### src/rtl/queue_arb_pkg.sv
`default_nettype none
// ============================================================================
// Module   : queue_arb_pkg
// Brief    : Shared widths and index type for the queue write arbiter.
// Revision : 1.0 - initial release
// ============================================================================
package queue_arb_pkg;

  localparam int c_nreq_default  = 4;
  localparam int c_depth_default = 8;

  function automatic int idx_width(input int n);
    return (n > 1) ? $clog2(n) : 1;
  endfunction

  // One extra bit so that count can hold DEPTH itself.
  function automatic int cnt_width(input int d);
    return $clog2(d) + 1;
  endfunction

  localparam int c_arb_idx_w = idx_width(c_nreq_default);
  localparam int c_arb_cnt_w = cnt_width(c_depth_default);

  typedef logic [c_arb_idx_w-1:0] arb_idx_t;

endpackage
`default_nettype wire

### src/rtl/rr_pick.sv
`default_nettype none
// ============================================================================
// Module   : rr_pick
// Brief    : Combinational round-robin picker (double-width rotate + find-first).
// Revision : 1.0 - initial release
// ============================================================================
module rr_pick
  import queue_arb_pkg::*;
#(
  parameter int NREQ = 4
) (
  input  logic [NREQ-1:0]            req,
  input  logic [idx_width(NREQ)-1:0] rr_ptr,
  output logic [NREQ-1:0]            grant,
  output logic [idx_width(NREQ)-1:0] winner,
  output logic                       any
);

  localparam int c_idx_w = idx_width(NREQ);

  logic [2*NREQ-1:0] w_dbl;
  logic [2*NREQ-1:0] w_shift;
  logic [NREQ-1:0]   w_rot;
  logic [c_idx_w-1:0] w_off;
  logic [c_idx_w:0]   w_sum;

  // Rotating the doubled vector puts rr_ptr at bit 0, so the lowest set bit
  // is the first requester in round-robin order.
  assign w_dbl   = {req, req};
  assign w_shift = w_dbl >> rr_ptr;
  assign w_rot   = w_shift[NREQ-1:0];
  assign any     = |req;

  always_comb begin
    w_off = '0;
    for (int i = NREQ - 1; i >= 0; i--) begin
      if (w_rot[i]) w_off = c_idx_w'(i);
    end
  end

  assign w_sum = {1'b0, rr_ptr} + {1'b0, w_off};

  always_comb begin
    if (w_sum >= (c_idx_w+1)'(NREQ)) begin
      winner = c_idx_w'(w_sum - (c_idx_w+1)'(NREQ));
    end else begin
      winner = w_sum[c_idx_w-1:0];
    end
    grant = any ? (NREQ'(1) << winner) : '0;
  end

endmodule
`default_nettype wire

### src/rtl/queue_write_arbiter.sv
`default_nettype none
// ============================================================================
// Module   : queue_write_arbiter
// Brief    : Round-robin write controller sharing one circular queue among NREQ producers.
// Revision : 1.0 - initial release
// ============================================================================
module queue_write_arbiter
  import queue_arb_pkg::*;
#(
  parameter type T     = logic [31:0],
  parameter int  NREQ  = 4,
  parameter int  DEPTH = 8
) (
  input  logic                        clk,
  input  logic                        reset,
  input  logic                        flush,
  input  logic [NREQ-1:0]             req_valid,
  input  T     [NREQ-1:0]             req_data,
  output logic [NREQ-1:0]             req_ready,
  output logic                        q_write_en,
  output T                            q_write_data,
  output logic                        q_clear,
  input  logic                        deq_en,
  output logic                        q_read_en,
  output logic [cnt_width(DEPTH)-1:0] count,
  output logic [idx_width(NREQ)-1:0]  grant_id
);

  localparam int c_idx_w = idx_width(NREQ);
  localparam int c_cnt_w = cnt_width(DEPTH);

  logic [c_idx_w-1:0] r_rr_ptr;
  logic [c_cnt_w-1:0] r_count;

  logic [NREQ-1:0]    w_pick_grant;
  logic [c_idx_w-1:0] w_winner;
  logic [c_idx_w-1:0] w_next_ptr;
  logic               w_any;
  logic               w_space;
  logic               w_grant;

  rr_pick #(
    .NREQ (NREQ)
  ) u_rr_pick (
    .req    (req_valid),
    .rr_ptr (r_rr_ptr),
    .grant  (w_pick_grant),
    .winner (w_winner),
    .any    (w_any)
  );

  // A same-cycle pop does not free a slot; space is judged on registered count.
  assign w_space = (r_count < c_cnt_w'(DEPTH));
  assign w_grant = w_any && w_space && !flush && !reset;

  assign req_ready    = w_grant ? w_pick_grant : '0;
  assign q_write_en   = w_grant;
  assign q_write_data = req_data[w_winner];
  assign grant_id     = w_grant ? w_winner : '0;
  assign q_clear      = reset || flush;
  assign q_read_en    = deq_en && (r_count != '0) && !flush && !reset;
  assign count        = r_count;

  assign w_next_ptr = (w_winner == c_idx_w'(NREQ - 1)) ? '0 : w_winner + c_idx_w'(1);

  always_ff @(posedge clk) begin
    if (reset || flush) begin
      r_count  <= '0;
      r_rr_ptr <= '0;
    end else begin
      r_count <= r_count + c_cnt_w'(q_write_en) - c_cnt_w'(q_read_en);
      if (w_grant) r_rr_ptr <= w_next_ptr;
    end
  end

endmodule
`default_nettype wire

### config.mk
export PLATFORM = sky130hd
export DESIGN_NAME = queue_write_arbiter
export DESIGN_NICKNAME = d
export VERILOG_FILES = /design/src/rtl/queue_arb_pkg.sv /design/src/rtl/rr_pick.sv /design/src/rtl/queue_write_arbiter.sv
export SDC_FILE = /design/constraint.sdc
export NUM_CORES = 1
export LEC_CHECK = 0
export CAP_MARGIN = 40
export CORE_ASPECT_RATIO = 1.4
export CORE_MARGIN = 10
export CORE_UTILIZATION = 29
export DETAILED_ROUTE_END_ITERATION = 7
export PLACE_DENSITY = 0.93
export SKIP_CTS_REPAIR_TIMING = 1
export SLEW_MARGIN = 20
export SYNTH_ARGS = -nofsm -noshare
export SYNTH_HDL_FRONTEND = slang
export SYNTH_HIERARCHICAL = 1
export SYNTH_SLANG_ARGS = --single-unit
export TNS_END_PERCENT = 10
### constraint.sdc
create_clock -name clk -period 6.45 [get_ports clk]
set_clock_uncertainty 0.1 [all_clocks]
set_input_delay 0.645 -clock clk [delete_from_list [all_inputs] [get_ports clk]]
set_output_delay 0.645 -clock clk [all_outputs]
set_load 0.1 [all_outputs]
# ---- Word level (Yosys, flattened, before mapping)
# Cells that the tools add are included.
dict set report word_totals {
  ff_bits 6
  input_bits 136
}
dict set report classes {
  n_addsub 5
  magnitude_cmp 3
  eq_ne 1
  n_shift 2
  muxes 11
  reduce_logical 11
}
# operator n
set op_table {}
lappend op_table {{$bmux 32 s2} 1}
lappend op_table {{$mux 32} 1}
lappend op_table {{$mux 2} 7}
lappend op_table {{$mux 4} 2}
lappend op_table {{$shr 8x2->4} 1}
lappend op_table {{$logic_and 1x1->1} 6}
lappend op_table {{$add 4x1->4} 1}
lappend op_table {{$lt 4x4->1 const B} 1}
lappend op_table {{$reduce_bool 4->1} 1}
lappend op_table {{$reduce_or 4->1} 1}
lappend op_table {{$shl 1x2->4 const A} 1}
lappend op_table {{$sub 4x1->4} 1}
lappend op_table {{$add 2x2->3} 1}
lappend op_table {{$ge 3x3->1 const B} 1}
lappend op_table {{$lt 2x3->1 const B} 1}
lappend op_table {{$add 2x1->2 const B} 1}
lappend op_table {{$eq 2x2->1 const B} 1}
lappend op_table {{$logic_not 1->1} 2}
lappend op_table {{$sub 2x1->2 const B} 1}
lappend op_table {{$logic_or 1x1->1} 1}

# ---- Longest topological paths before layout
# Gate-level depths: netlist of the first run.
dict set report logic_depth {
  depth_word 11
  depth_mapped 12
  depth_no_buf 11
}

# ---- Cells and area by module
# The synthesis of the first run kept the hierarchy.
# mod instances cells_each area_per_inst_um2 seq_area_each_um2
set by_module_without_submodules {}
lappend by_module_without_submodules {queue_write_arbiter 1 85 1206.2 120.1}
lappend by_module_without_submodules {rr_pick 1 37 290.3 0.0}

# ---- Worst setup path after synthesis of the first run
# No wires, ideal clock.
dict set report synth_path {
  path_kind {reg-to-reg}
  from {register r_count[1], in the netlist count[1]}
  to {register r_count[1], in the netlist count[1]}
  setup_ps 115
  arrival_ps 4182
  required_ps 6235
  slack_ps 2053
  path_stages_with_launch 8
  n_path_buf 0
  synth_period_minus_slack_ps 4397
  path_cell_list {dfxtp_1 -> inv_1 -> a31oi_1 -> ha_1 -> inv_1 -> ha_1 -> fa_1 -> and2_1}
}
dict set report synth_between {
  elab_cells_between_ends 10
  cone_classes {2 x add/sub; 1 x order compare; 7 x reduce/logical}
}
# element line
set synth_lines {}
lappend synth_lines {{start, declared} queue_write_arbiter.sv:33} ;# logic [c_cnt_w-1:0] r_count;
lappend synth_lines {{start signal, assigned} queue_write_arbiter.sv:71} ;# r_count <= r_count + c_cnt_w'(q_write_en) - c_cnt_w'(q_read_en);
lappend synth_lines {{$reduce_bool 4->1} queue_write_arbiter.sv:61} ;# assign q_read_en = deq_en && (r_count != '0) && !flush && !reset;
lappend synth_lines {{$logic_and 1x1->1 (3 in series)} queue_write_arbiter.sv:61}
lappend synth_lines {{named net q_read_en} queue_write_arbiter.sv:24} ;# output logic q_read_en,
lappend synth_lines {{$sub 4x1->4} queue_write_arbiter.sv:71}
# The timed path passes the listed nets, and every way through them passes these cells.
# A chain may end at the register's enable or synchronous reset.

==> reports/results.txt, run 1 <==
diode insertion count for antenna repair: 0
overall die height: 105 um
net switching power figure: 0.615 mW
max-cap viol count: 0
DR iter-0 viols: 215
net count after synthesis: 266
count of different cell masters after synthesis: 34
final clock period utilization by the worst path: 0.785
part of the power in registers: 0.037
critical path arrival: 4.32 ns
routed wire length: 11.2 mm
FF+latch count, synth: 6
DR vias: 2,104
EDFF count, synth: 0
post-synthesis instance area: 1500 um^2
number of setup violations in the final report: 0
fillcell total: 216
htree depth: 1
detailed placement HPWL: 10.1 mm
minimum period implied by the final worst setup slack: 5.06 ns
Mean Syn Cell Area: 12.3 um^2
clock-pin slew on the worst setup and hold paths: 0.04 ns
number of hold violations in the final report: 0
Clock Tree Root: sky130_fd_sc_hd__clkbuf_8
overall die area: 8470 um^2
count of port buffers added during placement: 180
Total Negative Setup Slacks: 0 ns
sinks on the clock net: 6
final total power: 1.14 mW
wire length of the first global-routing pass: 15.8 mm
slew at the pin with the worst max-slew slack: 0.709 ns
latest clock arrival within the worst-skew pair: 0.23 ns
relative slew slack: 0.527
number of buffers created by CTS: 3
initial cell density of the core: 0.304
sequential cell area fraction in the yosys report: 0.0803
Routed WL per cell: 27.7 um
Max Fanout on Critical Path: 24
critical path class: in2out
total congestion overflow: 0
combinational power share: 0.911
count of final max-slew check failures: 0
# nets final: 486
Worst IR Drop VDD: 0.000192 V
Worst Hold Slack: 0.550 ns
gate count after technology mapping: 122
DRC errors left: 0
via count of the first global-routing pass: 2,246
ratio of routed vias to standard cells: 5.21
WP data required: 5.70 ns
Longest Clk Path Bufs: 2
Int Pwr: 0.523 mW
fraction of layout cells with a size suffix above 1: 0.282
area growth from synthesis to final layout: 182%
routability-driven placement congestion ratio: 0.881
achievable frequency: 0.198 GHz
Post-DRT Antenna Nets: 0
top-level port count: 181
unrepaired setup endpoints after global routing: no
row cnt: 30
commonest register cell after synthesis: sky130_fd_sc_hd__dfxtp_1
die width: 80.7 um
status: finished, final reports clean
global routing usage summed across all routing layers: 0.251
share of total power consumed by net switching: 0.540
clock tree from TritonCTS: done
leakage power figure: 1.61 nW
Hold/Removal Path Class: reg2reg
Critical Path Source Type: input pin
Floorplan Core Area: 4920 um^2
Yosys warning count: 6
clock share of power: 0.052
initial antenna violation count: 0
maximum number of pins on one net before global-route repair: 28
total iterations of the first detailed-routing run: 4
async set-or-reset flop fraction in the synthesized netlist: 0
P per Cell Area: 270 nW/um^2
Worst setup EP type: output pin
-- per-stage QoR --
stage	std cells	setup slack [ns]	util	instance area (um^2)
after floorplan	122	2.05	-	1500
after global placement	358	1.16	0.674	3310
after detailed placement	401	1.37	0.849	4170
after CTS	404	1.37	0.857	4210
after global routing	404	1.18	0.857	4210
final	404	1.39	0.857	4210
-- cell type report --
class | instances | area (um^2) | area share
flip-flops and latches | 6 | 120 | 0.0285
multi-input cells | 98 | 1270 | 0.302
repair buffers | 225 | 2670 | 0.634
well taps | 64 | 80.1 | 0.0190
inverters | 8 | 30.0 | 0.00713
clock buffers | 3 | 41.3 | 0.00980
-- worst max-delay path, cell delays in order --
cell and delay, ns:
sky130_fd_sc_hd__clkdlybuf4s50_1 0.66, sky130_fd_sc_hd__nand2_1 0.09, sky130_fd_sc_hd__a21oi_1 0.15, sky130_fd_sc_hd__o2bb2ai_1 0.09
sky130_fd_sc_hd__o21a_1 0.18, sky130_fd_sc_hd__ha_2 0.79, sky130_fd_sc_hd__buf_4 0.40, sky130_fd_sc_hd__mux4_2 0.53
sky130_fd_sc_hd__clkdlybuf4s50_1 0.53, sky130_fd_sc_hd__buf_16 0.21
-- cell usage after synthesis (2+ instances only) --
master,n,area share
sky130_fd_sc_hd__a21oi_1,3,0.010
sky130_fd_sc_hd__and2_1,2,0.0084
sky130_fd_sc_hd__and2_2,6,0.030
sky130_fd_sc_hd__buf_2,4,0.013
sky130_fd_sc_hd__buf_6,5,0.038
sky130_fd_sc_hd__dfxtp_1,6,0.080
sky130_fd_sc_hd__ha_1,7,0.059
sky130_fd_sc_hd__inv_1,8,0.020
sky130_fd_sc_hd__mux2i_1,7,0.047
sky130_fd_sc_hd__mux4_2,32,0.48
sky130_fd_sc_hd__nand2_1,9,0.023
sky130_fd_sc_hd__nor2_1,8,0.020
sky130_fd_sc_hd__nor2b_1,2,0.0084
sky130_fd_sc_hd__xnor2_1,3,0.018
-- final timing paths --
kind	from	to	slack, ns	cells past startpoint
worst max-delay path	req_valid[2]	q_write_data[14]	1.39	10
worst min-delay path	r_rr_ptr[0]	r_rr_ptr[0]	0.55	2
worst max register to register	r_rr_ptr[1]	r_rr_ptr[1]	3.86	8
worst min register to register	r_rr_ptr[0]	r_rr_ptr[0]	0.55	2
-- power groups by stage --
stage | registers, mW | clock network [mW] | logic [mW]
6_report | 0.0426 | 0.0588 | 1.04
5_1_grt | 0.0429 | 0.0602 | 1.07
4_1_cts | 0.0425 | 0.0594 | 1.04
3_5_place_dp | 0.0431 | 0 | 1.04
3_3_place_gp | 0.0430 | 0 | 0.789
2_1_floorplan | 0.0460 | 0 | 0.588
-- registers in the layout (all words and copies together), names as in the netlist --
| signal | flops |
|---|---|
| count | 4 |
| r_rr_ptr | 2 |
-- per-layer routing --
layer  vias up  global-route usage  wire, um
li1        921                   -         -
met4         0              0.0422       161
met3        10               0.130      1830
met5         -                   0         0
met2       168               0.415      5430
met1      1005               0.280      3770
-- kinds of logic after synthesis --
group / Yosys count / share of synthesized area
fa+ha+maj: 8 / 0.0719
mux: 40 / 0.538
xor+xnor: 4 / 0.0234
buf+inv: 18 / 0.0761
simple gates: 35 / 0.137
flops: 6 / 0.0803
compound gates: 11 / 0.0728
-- layout by cell type, fill, tap and decap left out, drive strengths merged --
cell type	instances
clkdlybuf4s50	178
buf	47
mux4	32
nand2	9
inv	8
nor2	8
and2	8
mux2i	7
ha	7
dfxtp	6
a21oi	3
clkbuf	3
xnor2	3
nor2b	2
nand2b	2
a31oi	1
nor4b	1
or3	1
a21o	1
fa	1
nor4	1
or2	1
and2b	1
mux2	1
a32oi	1
nor3	1
o22ai	1
xor2	1
o2bb2ai	1
a2bb2oi	1
o211ai	1
o21a	1
(Power assumes the default switching activity.)
==> run 2, diff against run 1 <==
Settings changed: CORE_UTILIZATION 29 to 27, PLACE_DENSITY 0.93 to 0.87.
Clock period 6.45 ns to 4.82 ns, I/O delays scaled along.
==> run 2 against run 1 <==
Net effect:
- utilization is 19 points lower
- sequential share of layout area is 0.44 points higher
- final area is 13% lower
- worst hold slack better by 0.00099 ns
- clock power is 35% higher
- critical path depth is 1 lower
- clock-buffer cell count stayed put
- first-iteration DRC count is 58% lower
- critical path type unchanged
==> reports/results.txt, run 2 (same netlist as run 1, synthesis figures left out) <==
number of buffers created by CTS: 3 (unchanged)
grt peak-use layer: met2
P per Cell Area: 364 nW/um^2 (+35%)
DR vias: 1,859 (-12%)
relative slew slack: 0.563 (+0.0359)
status: finished, final reports clean
endpoint of the worst hold-timing path: r_rr_ptr[0]
via count of the first global-routing pass: 2,071 (-7.8%)
Longest Clk Path Bufs: 2 (unchanged)
detailed placement HPWL: 8.60 mm (-15%)
Worst setup EP type: output pin
sinks on the clock net: 6 (unchanged)
global routing usage summed across all routing layers: 0.200 (-0.0508)
die width: 82.9 um (+2.7%)
Hold/Removal Path Class: reg2reg
overall die height: 108 um (+2.9%)
met1 Use GR: 0.205 (-0.0751)
fraction of layout cells with a size suffix above 1: 0.317 (+0.0345)
# nets final: 449 (-7.6%)
Total Negative Setup Slacks: 0 ns (unchanged)
number of flip-flops under the largest register name: 4 (unchanged)
initial antenna violation count: 1 (+1)
critical path class: in2out
final clock period utilization by the worst path: 0.831
worst hold stages: 2 (unchanged)
slew at the pin with the worst max-slew slack: 0.649 ns (-0.0598 ns)
max-cap viol count: 0 (unchanged)
diode insertion count for antenna repair: 0 (unchanged)
met2 usage in global routing: 0.350 (-0.0658)
ratio of routed vias to standard cells: 5.01 (-3.8%)
setup slack after layout: 0.812 ns (-0.577 ns)
number of setup violations in the final report: 0 (unchanged)
DR iter-0 viols: 90 (-58%)
maximum number of pins on one net before global-route repair: 35 (+25%)
total iterations of the first detailed-routing run: 4 (unchanged)
count of port buffers added during placement: 180 (unchanged)
top-level port count: 181 (unchanged)
achievable frequency: 0.250 GHz
met3 GRT Util: 0.117 (-0.0137)
unrepaired setup endpoints after global routing: no
overall die area: 8960 um^2 (+5.8%)
leakage power figure: 1.40 nW (-13%)
Worst Hold Slack: 0.551 ns (+0.000990 ns)
Floorplan Core Area: 5450 um^2 (+11%)
Max Fanout on Critical Path: 20 (-17%)
slowest stage delay, CP: 0.73 ns (-0.06 ns)
area growth from synthesis to final layout: 144%
delay-heaviest family, CP: buffers and inverters
critical path arrival: 3.43 ns (-0.89 ns)
reg-to-reg startpoint: r_rr_ptr[1]
reg2reg setup slack: 2.05 ns (-1.81 ns)
Post-DRT Antenna Nets: 0 (unchanged)
Worst IR Drop VDD: 0.000135 V (-30%)
endpoint of the most critical register-to-register path: r_rr_ptr[1]
CP max-delay cell: sky130_fd_sc_hd__ha_2
clock-pin slew on the worst setup and hold paths: 0.03 ns (about the same)
clock tree from TritonCTS: done
commonest cells after routing, fill and taps aside: 141 x sky130_fd_sc_hd__clkdlybuf4s50_1, 32 x sky130_fd_sc_hd__mux4_2, 21 x sky130_fd_sc_hd__buf_12, 20 x sky130_fd_sc_hd__buf_4, 9 x sky130_fd_sc_hd__nand2_1
number of hold violations in the final report: 0 (unchanged)
buffers and inverters on the worst path: 3 (-1)
latest clock arrival within the worst-skew pair: 0.23 ns (about the same)
minimum period implied by the final worst setup slack: 4.01 ns
total congestion overflow: 0 (unchanged)
wire length of the first global-routing pass: 13.6 mm (-14%)
Hold Path Origin: r_rr_ptr[0]
Critical Path Source Type: input pin
initial cell density of the core: 0.275 (-0.0295)
ordered list of cells on the worst path: clkdlybuf4s50_1 -> nand2_1 -> a21oi_1 -> o2bb2ai_1 -> o21a_1 -> ha_2 -> buf_12 -> mux4_2 -> buf_4
count of final max-slew check failures: 0 (unchanged)
htree depth: 1 (unchanged)
Clock Tree Root: sky130_fd_sc_hd__clkbuf_8
Routed WL per cell: 25.2 um (-8.9%)
WP data required: 4.24 ns (-1.46 ns)
Worst Reg2Reg Path Length in Cells: 11 (+3)
most common cell after layout, fill and taps aside: sky130_fd_sc_hd__clkdlybuf4s50_1
routed wire length: 9.36 mm (-16%)
DRC errors left: 0 (unchanged)
worst-case setup slack after placement: 0.783 ns (-0.583 ns)
routability-driven placement congestion ratio: 0.816 (-7.4%)
row cnt: 32 (+6.7%)
-- run 2: routing by layer --
metal | part of all wire | up-vias | routed length, um
met5 | 0.0014 | - | 13
met4 | 0.0098 | 2 | 92
met3 | 0.13 | 8 | 1230
met2 | 0.50 | 127 | 4650
met1 | 0.36 | 871 | 3380
li1 | - | 851 | -
-- run 2: stage by stage --
| step | cell area, um^2 | power (mW) | cells | util |
|---|---|---|---|---|
| 2_1_floorplan | 1500 | 0.849 | 122 | - |
| 3_3_place_gp | 3490 | 1.23 | 362 | 0.641 |
| 3_5_place_dp | 3600 | 1.25 | 368 | 0.662 |
| 4_1_cts | 3650 | 1.34 | 371 | 0.670 |
| 5_1_grt | 3650 | 1.36 | 371 | 0.670 |
| 6_report | 3650 | 1.33 | 371 | 0.670 |
-- run 2: how the worst max path moves through the flow --
stage / startpoint / endpoint / slack (ns) / cells past startpoint
floorplan: count[1] / count[1] / 0.42 / 7
global placement: req_valid[2] / q_write_data[31] / 0.84 / 9
detailed placement: req_valid[2] / q_write_data[1] / 0.78 / 9
CTS: req_valid[2] / q_write_data[1] / 0.78 / 9
global route: req_valid[2] / q_write_data[1] / 0.61 / 9
finish: req_valid[2] / q_write_data[1] / 0.81 / 9
-- run 2: final cells by class --
type                            instances  area, um^2
Clock buffer                            3        41.3
Fill cell                             389        1800
Inverter                                8        30.0
Multi-Input combinational cell         98        1270
Sequential cell                         6         120
Tap cell                               68        85.1
Timing Repair Buffer                  188        2100
-- run 2: tightest hold or removal path, delay by kind of cell, from the launching register on --
family | cells | cell delay, ns
flops | 1 | 0.37
mux | 1 | 0.17
simple gates | 1 | 0.05
-- run 2: power breakdown --
group | internal [mW] | switching, mW
Combinational | 0.444 | 0.745
Clock | 0.0540 | 0.0254
Sequential | 0.0523 | 0.00444
Total | 0.550 | 0.775
==> run 3, diff against run 2 <==
Clock period 4.82 ns to 3.9 ns, I/O delays scaled along.
==> run 3 against run 2 <==
Net effect:
- sequential share of layout area down 0.19 points
- highest routed layer is now met4
- critical path type unchanged
- register-to-register slack lost 0.73 ns
- total power increased by 32%
- sequential power rose by 24%
==> reports/results.txt, run 3 (same netlist as run 1, synthesis figures left out) <==
status: finished, final reports clean
Critical Path Source Type: input pin
unrepaired setup endpoints after global routing: no
DR iter-0 viols: 103 (+14%)
critical path arrival: 3.04 ns (-0.39 ns)
most common cell after layout, fill and taps aside: sky130_fd_sc_hd__clkdlybuf4s50_1
via count of the first global-routing pass: 2,083 (+0.58%)
number of buffers created by CTS: 3 (unchanged)
# nets final: 447 (-0.45%)
die width: 82.9 um (unchanged)
global routing usage summed across all routing layers: 0.202 (+0.00265)
number of hold violations in the final report: 0 (unchanged)
maximum number of pins on one net before global-route repair: 38 (+8.6%)
Placed Instances: 366 (-0.54%)
achievable frequency: 0.283 GHz
final total power: 1.75 mW (+32%)
most repeated library cell on the critical path: sky130_fd_sc_hd__buf_12
row cnt: 32 (unchanged)
initial cell density of the core: 0.275 (unchanged)
htree depth: 1 (unchanged)
share of total power consumed by net switching: 0.556 (-0.0290)
Routed WL per cell: 26.1 um (+3.4%)
area growth from synthesis to final layout: 159%
Worst setup EP type: output pin
Worst Reg2Reg Path Length in Cells: 11 (unchanged)
top-level port count: 181 (unchanged)
clock tree from TritonCTS: done
wire length of the first global-routing pass: 14.1 mm (+3.4%)
number of setup violations in the final report: 0 (unchanged)
Int Pwr: 0.776 mW (+41%)
critical path class: in2out
Hold/Removal Path Class: reg2reg
clock share of power: 0.052 (-0.008)
WP data required: 3.41 ns (-0.83 ns)
Total Negative Setup Slacks: 0 ns (unchanged)
Post-DRT Antenna Nets: 0 (unchanged)
detailed placement HPWL: 8.86 mm (+3.1%)
max-cap viol count: 0 (unchanged)
clock-pin slew on the worst setup and hold paths: 0.03 ns (about the same)
final clock period utilization by the worst path: 0.905
fraction of layout cells with a size suffix above 1: 0.322 (+0.00543)
combinational power share: 0.908 (+0.011)
net switching power figure: 0.971 mW (+25%)
count of final max-slew check failures: 0 (unchanged)
ratio of routed vias to standard cells: 5.08 (+1.3%)
leakage power figure: 1.47 nW (+4.9%)
overall die area: 8960 um^2 (unchanged)
routability-driven placement congestion ratio: 0.865 (+6.0%)
Crit path depth: 11 (+2)
part of the power in registers: 0.040 (-0.003)
Worst IR Drop VDD: 0.000284 V (+110%)
routed wire length: 9.65 mm (+3.1%)
CP max-delay cell: sky130_fd_sc_hd__clkdlybuf4s50_1
ordered list of cells on the worst path: clkdlybuf4s50_1 -> nor2b_1 -> a21oi_1 -> o2bb2ai_1 -> o21a_1 -> ha_2 -> xnor2_1 -> xnor2_2 -> buf_12 -> mux4_2 -> buf_12
initial antenna violation count: 0 (-1)
Floorplan Core Area: 5450 um^2 (unchanged)
commonest cells after routing, fill and taps aside: 139 x sky130_fd_sc_hd__clkdlybuf4s50_1, 40 x sky130_fd_sc_hd__buf_12, 32 x sky130_fd_sc_hd__mux4_2, 9 x sky130_fd_sc_hd__nand2_1
buffers and inverters on the worst path: 3 (unchanged)
number of flip-flops under the largest register name: 4 (unchanged)
DRC errors left: 0 (unchanged)
delay-heaviest family, CP: buffers and inverters
Clock Tree Root: sky130_fd_sc_hd__clkbuf_8
Longest Clk Path Bufs: 2 (unchanged)
worst hold stages: 2 (unchanged)
minimum period implied by the final worst setup slack: 3.53 ns
total congestion overflow: 0 (unchanged)
sinks on the clock net: 6 (unchanged)
Max Fanout on Critical Path: 34 (+70%)
count of port buffers added during placement: 180 (unchanged)
total iterations of the first detailed-routing run: 6 (+2)
P per Cell Area: 452 nW/um^2 (+24%)
overall die height: 108 um (unchanged)
post-layout instance count excluding filler cells: 370 (-0.27%)
fillcell total: 379 (-2.6%)
DR vias: 1,879 (+1.1%)
slowest stage delay, CP: 0.65 ns (-0.08 ns)
slew at the pin with the worst max-slew slack: 0.583 ns (-0.0659 ns)
relative slew slack: 0.610 (+0.0463)
latest clock arrival within the worst-skew pair: 0.22 ns (about the same)
[run 3: worst reg2reg max path: stages (launching register included)]
cell	delay (ns)
sky130_fd_sc_hd__dfxtp_1	0.51
sky130_fd_sc_hd__nand2_1	0.09
sky130_fd_sc_hd__a21oi_1	0.15
sky130_fd_sc_hd__o2bb2ai_1	0.08
sky130_fd_sc_hd__o21a_1	0.17
sky130_fd_sc_hd__ha_2	0.19
sky130_fd_sc_hd__xnor2_1	0.32
sky130_fd_sc_hd__xnor2_2	0.18
sky130_fd_sc_hd__buf_12	0.24
sky130_fd_sc_hd__ha_1	0.27
sky130_fd_sc_hd__mux2i_1	0.12
sky130_fd_sc_hd__nor2_1	0.05
[run 3: area by class of cell]
type,count,area [um^2],share of cell area
Timing Repair Buffer,186,2310,0.597
Multi-Input combinational cell,98,1280,0.330
Sequential cell,6,120,0.0310
Tap cell,68,85.1,0.0220
Clock buffer,3,41.3,0.0107
Inverter,8,30.0,0.00776
Antenna cell,1,2.50,0.000647
[run 3: path summary, 6_finish.rpt]
path                              startpoint                to  slack [ns]
worst max-delay path            req_valid[2]  q_write_data[12]        0.37
worst min-delay path             r_rr_ptr[0]       r_rr_ptr[0]        0.55
worst max register to register   r_rr_ptr[1]       r_rr_ptr[1]        1.32
worst min register to register   r_rr_ptr[0]       r_rr_ptr[0]        0.55
[run 3: power groups by stage]
stage / sequential [mW] / clock (mW) / combinational [mW]
2_1_floorplan: 0.0760 / 0 / 0.974
3_3_place_gp: 0.0711 / 0 / 1.57
3_5_place_dp: 0.0716 / 0 / 1.59
4_1_cts: 0.0706 / 0.0919 / 1.60
5_1_grt: 0.0710 / 0.0964 / 1.63
6_report: 0.0703 / 0.0904 / 1.59
[run 3: per-layer routing]
metal,global-route usage,up-vias,share of wire
li1,-,844,-
met1,0.199,893,0.34
met2,0.387,132,0.54
met3,0.0986,10,0.11
met4,0.0195,0,0.013
met5,0,-,0
[run 3: per-stage QoR]
stage | utilization | area (um^2) | hold WS (ns) | worst slack [ns]
2_1_floorplan | - | 1500 | 0.365 | 0.199
3_3_place_gp | 0.685 | 3730 | 0.530 | 0.456
3_5_place_dp | 0.703 | 3830 | 0.556 | 0.358
4_1_cts | 0.710 | 3870 | 0.560 | 0.361
5_1_grt | 0.710 | 3870 | 0.627 | 0.223
6_report | 0.711 | 3870 | 0.545 | 0.371
